`src/rtl/fb_write_seq.sv`:
```
// Frame-buffer write sequencer: full-frame clear sweeps and square brush stamps, one pixel per clock.
// All outputs are registered; brush pixels outside the frame consume a cycle with the write enable low.
module fb_write_seq #(
  parameter int W_RES = 640,
  parameter int H_RES = 480
) (
  input  logic        i_clock,
  input  logic        i_reset,
  input  logic        i_paint_en,
  input  logic        i_clear_req,
  input  logic [10:0] i_cursor_x,
  input  logic [10:0] i_cursor_y,
  input  logic [6:0]  i_size,
  input  logic [7:0]  i_color_r,
  input  logic [7:0]  i_color_g,
  input  logic [7:0]  i_color_b,
  output logic        o_wr_en,
  output logic [10:0] o_wr_x,
  output logic [10:0] o_wr_y,
  output logic [7:0]  o_wr_r,
  output logic [7:0]  o_wr_g,
  output logic [7:0]  o_wr_b,
  output logic        o_busy,
  output logic        o_clear_done
);
  typedef enum logic [1:0] {S_IDLE, S_CLEAR, S_PAINT} state_t;

  localparam logic [10:0] X_LAST = 11'(W_RES - 1);
  localparam logic [10:0] Y_END  = 11'(H_RES);

  state_t      r_state, w_state_nxt;
  logic [10:0] r_clr_x, r_clr_y;
  logic [6:0]  r_dx, r_dy, r_size;
  logic [10:0] r_cx, r_cy;
  logic [7:0]  r_col_r, r_col_g, r_col_b;
  logic        r_pend;
  logic        r_wr_en, r_busy, r_clear_done;
  logic [10:0] r_wr_x, r_wr_y;
  logic [7:0]  r_wr_r, r_wr_g, r_wr_b;

  logic        w_clr_done, w_stamp_last, w_px_in;
  logic [6:0]  w_size_eff, w_dx_nxt, w_dy_nxt, w_off_x, w_off_y;
  logic [10:0] w_base_x, w_base_y;
  logic [11:0] w_px_x, w_px_y;
  logic [7:0]  w_col_r, w_col_g, w_col_b;
  logic        w_wr_en, w_busy, w_clear_done;
  logic [10:0] w_wr_x, w_wr_y;
  logic [7:0]  w_wr_r, w_wr_g, w_wr_b;

  // The clear sweep is finished once the row counter has stepped past the last row.
  assign w_clr_done   = (r_clr_y == Y_END);
  assign w_stamp_last = (r_dx == r_size - 7'd1) && (r_dy == r_size - 7'd1);
  assign w_size_eff   = (i_size == 7'd0) ? 7'd1 : i_size;
  assign w_dx_nxt     = (r_dx == r_size - 7'd1) ? 7'd0 : r_dx + 7'd1;
  assign w_dy_nxt     = (r_dx == r_size - 7'd1) ? r_dy + 7'd1 : r_dy;

  // Entering PAINT emits pixel (0,0) straight from the inputs being latched.
  assign w_base_x = (r_state == S_IDLE) ? i_cursor_x : r_cx;
  assign w_base_y = (r_state == S_IDLE) ? i_cursor_y : r_cy;
  assign w_off_x  = (r_state == S_IDLE) ? 7'd0 : w_dx_nxt;
  assign w_off_y  = (r_state == S_IDLE) ? 7'd0 : w_dy_nxt;
  assign w_col_r  = (r_state == S_IDLE) ? i_color_r : r_col_r;
  assign w_col_g  = (r_state == S_IDLE) ? i_color_g : r_col_g;
  assign w_col_b  = (r_state == S_IDLE) ? i_color_b : r_col_b;
  assign w_px_x   = {1'b0, w_base_x} + {5'd0, w_off_x};
  assign w_px_y   = {1'b0, w_base_y} + {5'd0, w_off_y};
  assign w_px_in  = (w_px_x < 12'(W_RES)) && (w_px_y < 12'(H_RES));

  always_ff @(posedge i_clock) begin
    if (!i_reset) begin
      r_state <= S_CLEAR;
      r_clr_x <= '0;  r_clr_y <= '0;
      r_dx    <= '0;  r_dy    <= '0;  r_size <= 7'd1;
      r_cx    <= '0;  r_cy    <= '0;
      r_col_r <= '0;  r_col_g <= '0;  r_col_b <= '0;
      r_pend  <= 1'b0;
      r_wr_en <= 1'b0; r_wr_x <= '0; r_wr_y <= '0;
      r_wr_r  <= '0;   r_wr_g <= '0; r_wr_b <= '0;
      r_busy  <= 1'b1; r_clear_done <= 1'b0;
    end else begin
      r_state <= w_state_nxt;
      r_wr_en <= w_wr_en; r_wr_x <= w_wr_x; r_wr_y <= w_wr_y;
      r_wr_r  <= w_wr_r;  r_wr_g <= w_wr_g; r_wr_b <= w_wr_b;
      r_busy  <= w_busy;  r_clear_done <= w_clear_done;
      case (r_state)
        S_IDLE: begin
          if (w_state_nxt == S_CLEAR) begin
            r_pend  <= 1'b0;
            r_clr_x <= '0;
            r_clr_y <= '0;
          end else if (w_state_nxt == S_PAINT) begin
            r_cx    <= i_cursor_x; r_cy    <= i_cursor_y; r_size  <= w_size_eff;
            r_col_r <= i_color_r;  r_col_g <= i_color_g;  r_col_b <= i_color_b;
            r_dx    <= '0;         r_dy    <= '0;
          end
        end
        S_CLEAR: begin
          if (!w_clr_done) begin
            if (r_clr_x == X_LAST) begin
              r_clr_x <= '0;
              r_clr_y <= r_clr_y + 11'd1;
            end else begin
              r_clr_x <= r_clr_x + 11'd1;
            end
          end
        end
        S_PAINT: begin
          if (i_clear_req) r_pend <= 1'b1;
          if (!w_stamp_last) begin
            r_dx <= w_dx_nxt;
            r_dy <= w_dy_nxt;
          end
        end
        default: ;
      endcase
    end
  end

  always_comb begin
    w_state_nxt = r_state;
    case (r_state)
      S_IDLE: begin
        if (i_clear_req || r_pend) w_state_nxt = S_CLEAR;
        else if (i_paint_en)       w_state_nxt = S_PAINT;
      end
      S_CLEAR: if (w_clr_done)   w_state_nxt = S_IDLE;
      S_PAINT: if (w_stamp_last) w_state_nxt = S_IDLE;
      default: w_state_nxt = S_IDLE;
    endcase
  end

  always_comb begin
    w_wr_en      = 1'b0;
    w_wr_x       = r_wr_x;
    w_wr_y       = r_wr_y;
    w_wr_r       = r_wr_r;
    w_wr_g       = r_wr_g;
    w_wr_b       = r_wr_b;
    w_clear_done = 1'b0;
    w_busy       = (w_state_nxt != S_IDLE);
    if (r_state == S_CLEAR) begin
      if (w_clr_done) begin
        w_clear_done = 1'b1;
      end else begin
        w_wr_en = 1'b1;
        w_wr_x  = r_clr_x;
        w_wr_y  = r_clr_y;
        w_wr_r  = '0;
        w_wr_g  = '0;
        w_wr_b  = '0;
      end
    end else if (w_state_nxt == S_PAINT) begin
      w_wr_en = w_px_in;
      w_wr_x  = w_px_x[10:0];
      w_wr_y  = w_px_y[10:0];
      w_wr_r  = w_col_r;
      w_wr_g  = w_col_g;
      w_wr_b  = w_col_b;
    end
  end

  assign o_wr_en      = r_wr_en;
  assign o_wr_x       = r_wr_x;
  assign o_wr_y       = r_wr_y;
  assign o_wr_r       = r_wr_r;
  assign o_wr_g       = r_wr_g;
  assign o_wr_b       = r_wr_b;
  assign o_busy       = r_busy;
  assign o_clear_done = r_clear_done;
endmodule
```
`config.mk`:
```
export PLATFORM = sky130hd
export DESIGN_NAME = fb_write_seq
export DESIGN_NICKNAME = d
export VERILOG_FILES = /design/src/rtl/fb_write_seq.sv
export SDC_FILE = /design/constraint.sdc
export NUM_CORES = 1
export LEC_CHECK = 0
export CAP_MARGIN = 10
export CORE_MARGIN = 10
export CORE_UTILIZATION = 60
export DETAILED_ROUTE_END_ITERATION = 8
export GPL_ROUTABILITY_DRIVEN = 1
export PLACE_DENSITY_LB_ADDON = 0.15
export SLEW_MARGIN = 30
export SYNTH_ARGS = -nofsm -noshare
export SYNTH_HDL_FRONTEND = slang
export SYNTH_SLANG_ARGS = --single-unit
```
`constraint.sdc`:
```
create_clock -name i_clock -period 7.19 [get_ports i_clock]
set_input_delay 1.0785 -clock i_clock [delete_from_list [all_inputs] [get_ports i_clock]]
set_output_delay 1.0785 -clock i_clock [all_outputs]
set_load 0.005 [all_outputs]
```
==> metrics <==
post-synthesis cell type with the largest combined area=sky130_fd_sc_hd__dfxtp_1; Combinational Power Share=0.037; global-route wire length before repair=34.7 mm; utilization after layout=0.732; weighted congestion at the end of routability-driven global placement=0.889; DRC=0; data required time of the critical path=about 7.5 ns; diode count=0; violation count after the first detailed-route iteration=about 750; Worst Hold Class=reg2reg; setup repair after global routing missed its margin=false; cells after synthesis=992; number of gates resized after cts=0; number of global-route vias before repair=6,884; Yosys top cell area share=0.354; fmax=202 MHz; total vias in the final route=7,352; Worst Max-Slew Pin Slew=0.980 ns; leading register cell type out of synthesis=sky130_fd_sc_hd__dfxtp_1; leading cell type in the layout, fill and taps excluded=sky130_fd_sc_hd__nand2_1; Overflow after GRT=0; power density over the cells=182 mW/mm^2; P_leak=3.34 nW; die span in y=approximately 140 um; synth warn=0; portion of the post-synthesis area used by sequential elements=0.354; Clk Tree Root Cell=sky130_fd_sc_hd__clkbuf_16; syn avg cell area=8.03 um^2; Avg Vias per Cell=5.93; CP max-delay cell=sky130_fd_sc_hd__nor4_4; antenna violations before repair=0; final number of max-transition violations=0; proportion of layout cells with a drive suffix above 1=0.111; CTS tree=done; kind of start point of the critical path=register; CP bufs+invs=1; count of nets left with antenna violations after detail routing=0; final-stage net count=1,129; highest ir drop seen on vdd=0.208 mV; endpoint type of the worst setup path=register; fraction of power consumed by sequential logic=0.449; detailed-routing wirelength on met1=9.25 mm; post-synthesis instance area=0.00797 mm^2; count of port buffers added during placement=105; top library cells by usage in the layout, fill and taps aside=sky130_fd_sc_hd__nand2_1, sky130_fd_sc_hd__dfxtp_1, sky130_fd_sc_hd__clkdlybuf4s50_1; depth of the CTS H-tree=4; cell with the most instances on the worst path=sky130_fd_sc_hd__ha_1; delay of the slowest cell on the worst path=0.77 ns; share of flip-flops with an asynchronous set or reset after synthesis=0; Switch Pwr=0.365 mW; length of routed met3 wiring=1.70 mm; area of the core region=0.0131 mm^2; Final Setup Violations=0; # clock sinks=141; final sum of negative setup slack=0 ns; Post-CTS Setup Repair Bufs=0; fin crit share=0.689; post-CTS clock slew at the launch and capture registers of the worst setup and hold paths=roughly 0.060 ns; startpoint of the worst hold path=r_cy[0]$_SDFFE_PN0P_; overall die area=0.0183 mm^2; clock share of power=0.513; Setup Skew=0.00796 ns; data arrival time of the worst path=5.31 ns; WL/cell=17.4 um; gr usage total=0.232; Clock Path Buffers=2; Die Span X=135 um; fraction of power spent switching nets=0.208; Num CTS Buffers=17; highest layer used for signal routing=met4; critical path fanouts, max=15; FF-to-FF Start=r_size[0]$_SDFFE_PN1P_; wire length on met2=10.1 mm; count of flip-flops with a built-in enable after synthesis=0; top cells by area, synth=sky130_fd_sc_hd__dfxtp_1, sky130_fd_sc_hd__nand2_1, sky130_fd_sc_hd__a21oi_1, sky130_fd_sc_hd__a211oi_2, sky130_fd_sc_hd__ha_1; family of cells with the greatest summed delay on the critical path=simple AND/OR/NAND/NOR gates; max-slew headroom at the worst pin=0.347; worst setup path startpoint=r_size[0]$_SDFFE_PN1P_; area growth from synthesis to layout=20.6%; number of synthesized register bits=~140; number of nets produced by synthesis=about 1,100; worst slack, placed=2.33 ns; number of top-level pins=106; run status=finished clean; fin crit period=4.96 ns; post-synthesis cell type count=75; clock network latency to the later pin of the worst-skew pair=about 0.42 ns; Final Hold Violating Endpoints=0; largest net degree at the start of global routing=slightly below 80; Row Count=42; total detailed-routing wirelength=21.5 mm; Setup CP Type=reg2reg; worst-path cell chain=inv_1 > ha_1 > or3b_4 > nor3_4 > xor3_2 > nor4_4 > nor2_1 > o21a_1 > ha_1 > or3_1 > a2bb2oi_1 > nand3_1 > or4b_1 > a22o_1 > or4_1 > a21oi_1; DP HPWL=approximately 14 mm; max-cap violation count=0; Pint=1.39 mW; post-route setup slack=2.23 ns; hold_buf cts=0; router iterations before antenna repair=6; Starting Density=0.607
## cell usage after synthesis, types with 3 or more instances
library cell and count:
sky130_fd_sc_hd__inv_1 18, sky130_fd_sc_hd__nor4_1 4, sky130_fd_sc_hd__a21oi_1 104, sky130_fd_sc_hd__o21a_1 10, sky130_fd_sc_hd__and2_1 4, sky130_fd_sc_hd__o22ai_1 5
sky130_fd_sc_hd__and3_1 6, sky130_fd_sc_hd__a211oi_2 30, sky130_fd_sc_hd__xor2_1 25, sky130_fd_sc_hd__o21ai_0 30, sky130_fd_sc_hd__o211ai_1 4, sky130_fd_sc_hd__nor3_1 40
sky130_fd_sc_hd__a221oi_1 5, sky130_fd_sc_hd__nand2b_1 3, sky130_fd_sc_hd__mux2i_1 8, sky130_fd_sc_hd__buf_4 4, sky130_fd_sc_hd__nand4_1 9, sky130_fd_sc_hd__a211oi_1 4
sky130_fd_sc_hd__nand3_1 26, sky130_fd_sc_hd__clkbuf_1 49, sky130_fd_sc_hd__a311oi_1 6, sky130_fd_sc_hd__or3_1 8, sky130_fd_sc_hd__nor2_1 58, sky130_fd_sc_hd__buf_2 10
sky130_fd_sc_hd__nor2b_1 6, sky130_fd_sc_hd__or4_1 5, sky130_fd_sc_hd__nor3b_1 26, sky130_fd_sc_hd__nor3_2 21, sky130_fd_sc_hd__a31o_2 3, sky130_fd_sc_hd__dfxtp_1 141
sky130_fd_sc_hd__a31oi_1 6, sky130_fd_sc_hd__nand2_1 207, sky130_fd_sc_hd__ha_1 20, sky130_fd_sc_hd__xnor2_1 24, sky130_fd_sc_hd__buf_6 7, sky130_fd_sc_hd__buf_1 6
## state kept, by name (all words and copies together) (netlist names), 11 cells and up
| register | cells |
|---|---|
| o_wr_x | 11 |
| r_cx | 11 |
| r_clr_y | 11 |
| r_cy | 11 |
| o_wr_y | 11 |
| r_clr_x | 11 |
## metal layers
layer / GRT usage / vias to the layer above
met5: 0 / -
met2: 0.376 / 278
met4: 0.0778 / 0
li1: - / 3598
met3: 0.0612 / 34
met1: 0.292 / 3442
## kinds of logic (layout without fill, tap and decap cells)
kind of cell / after synthesis / after routing / share of synthesized area
multiplexers: 9 / 9 / 0.0119
buffers and inverters: 94 / 165 / 0.0543
flip-flops: 141 / 141 / 0.354
adder cells (fa/ha/maj): 22 / 22 / 0.0364
XOR/XNOR: 52 / 52 / 0.0633
AO/OA/AOI/OAI: 236 / 236 / 0.207
AND/OR/NAND/NOR: 438 / 438 / 0.273
## worst paths after layout
check,end,slack (ns),cells past startpoint
min reg2reg,r_cy[0]$_SDFFE_PN0P_,0.46,2
max,o_wr_en$_SDFF_PN0_,2.23,16
max reg2reg,o_wr_en$_SDFF_PN0_,2.23,16
min,r_cy[0]$_SDFFE_PN0P_,0.46,2
## worst min-delay path, cell delays in order (launching register included)
cell and delay [ns]:
sky130_fd_sc_hd__dfxtp_1 0.31, sky130_fd_sc_hd__nand2_1 0.05, sky130_fd_sc_hd__a21oi_1 0.05
## layout make-up
cell class,count,area (um^2)
flip-flops and latches,141,2820
clock buffers,24,512
inverters,18,70.1
repair buffers,115,1130
multi-input cells,757,4760
well taps,176,220
clock inverters,8,103
fillers,994,3520
## power groups by stage
stage | clock [mW] | combinational, mW | sequential, mW
3_3_place_gp | 0 | 0.0645 | 0.804
4_1_cts | 0.908 | 0.0652 | 0.787
6_report | 0.899 | 0.0654 | 0.787
2_1_floorplan | 0 | 0.0199 | 0.803
5_1_grt | 0.942 | 0.0693 | 0.787
3_5_place_dp | 0 | 0.0646 | 0.804
## stage by stage
stage | area (um^2) | hold WS (ns) | instances | power [mW]
floorplan | 7970 | 0.436 | 992 | 0.823
global placement | 8990 | 0.442 | 1207 | 0.869
detailed placement | 9000 | 0.447 | 1207 | 0.869
CTS | 9610 | 0.455 | 1239 | 1.76
global route | 9610 | 0.470 | 1239 | 1.80
finish | 9610 | 0.456 | 1239 | 1.75
No activity file was read; power rests on OpenSTA's default activity.
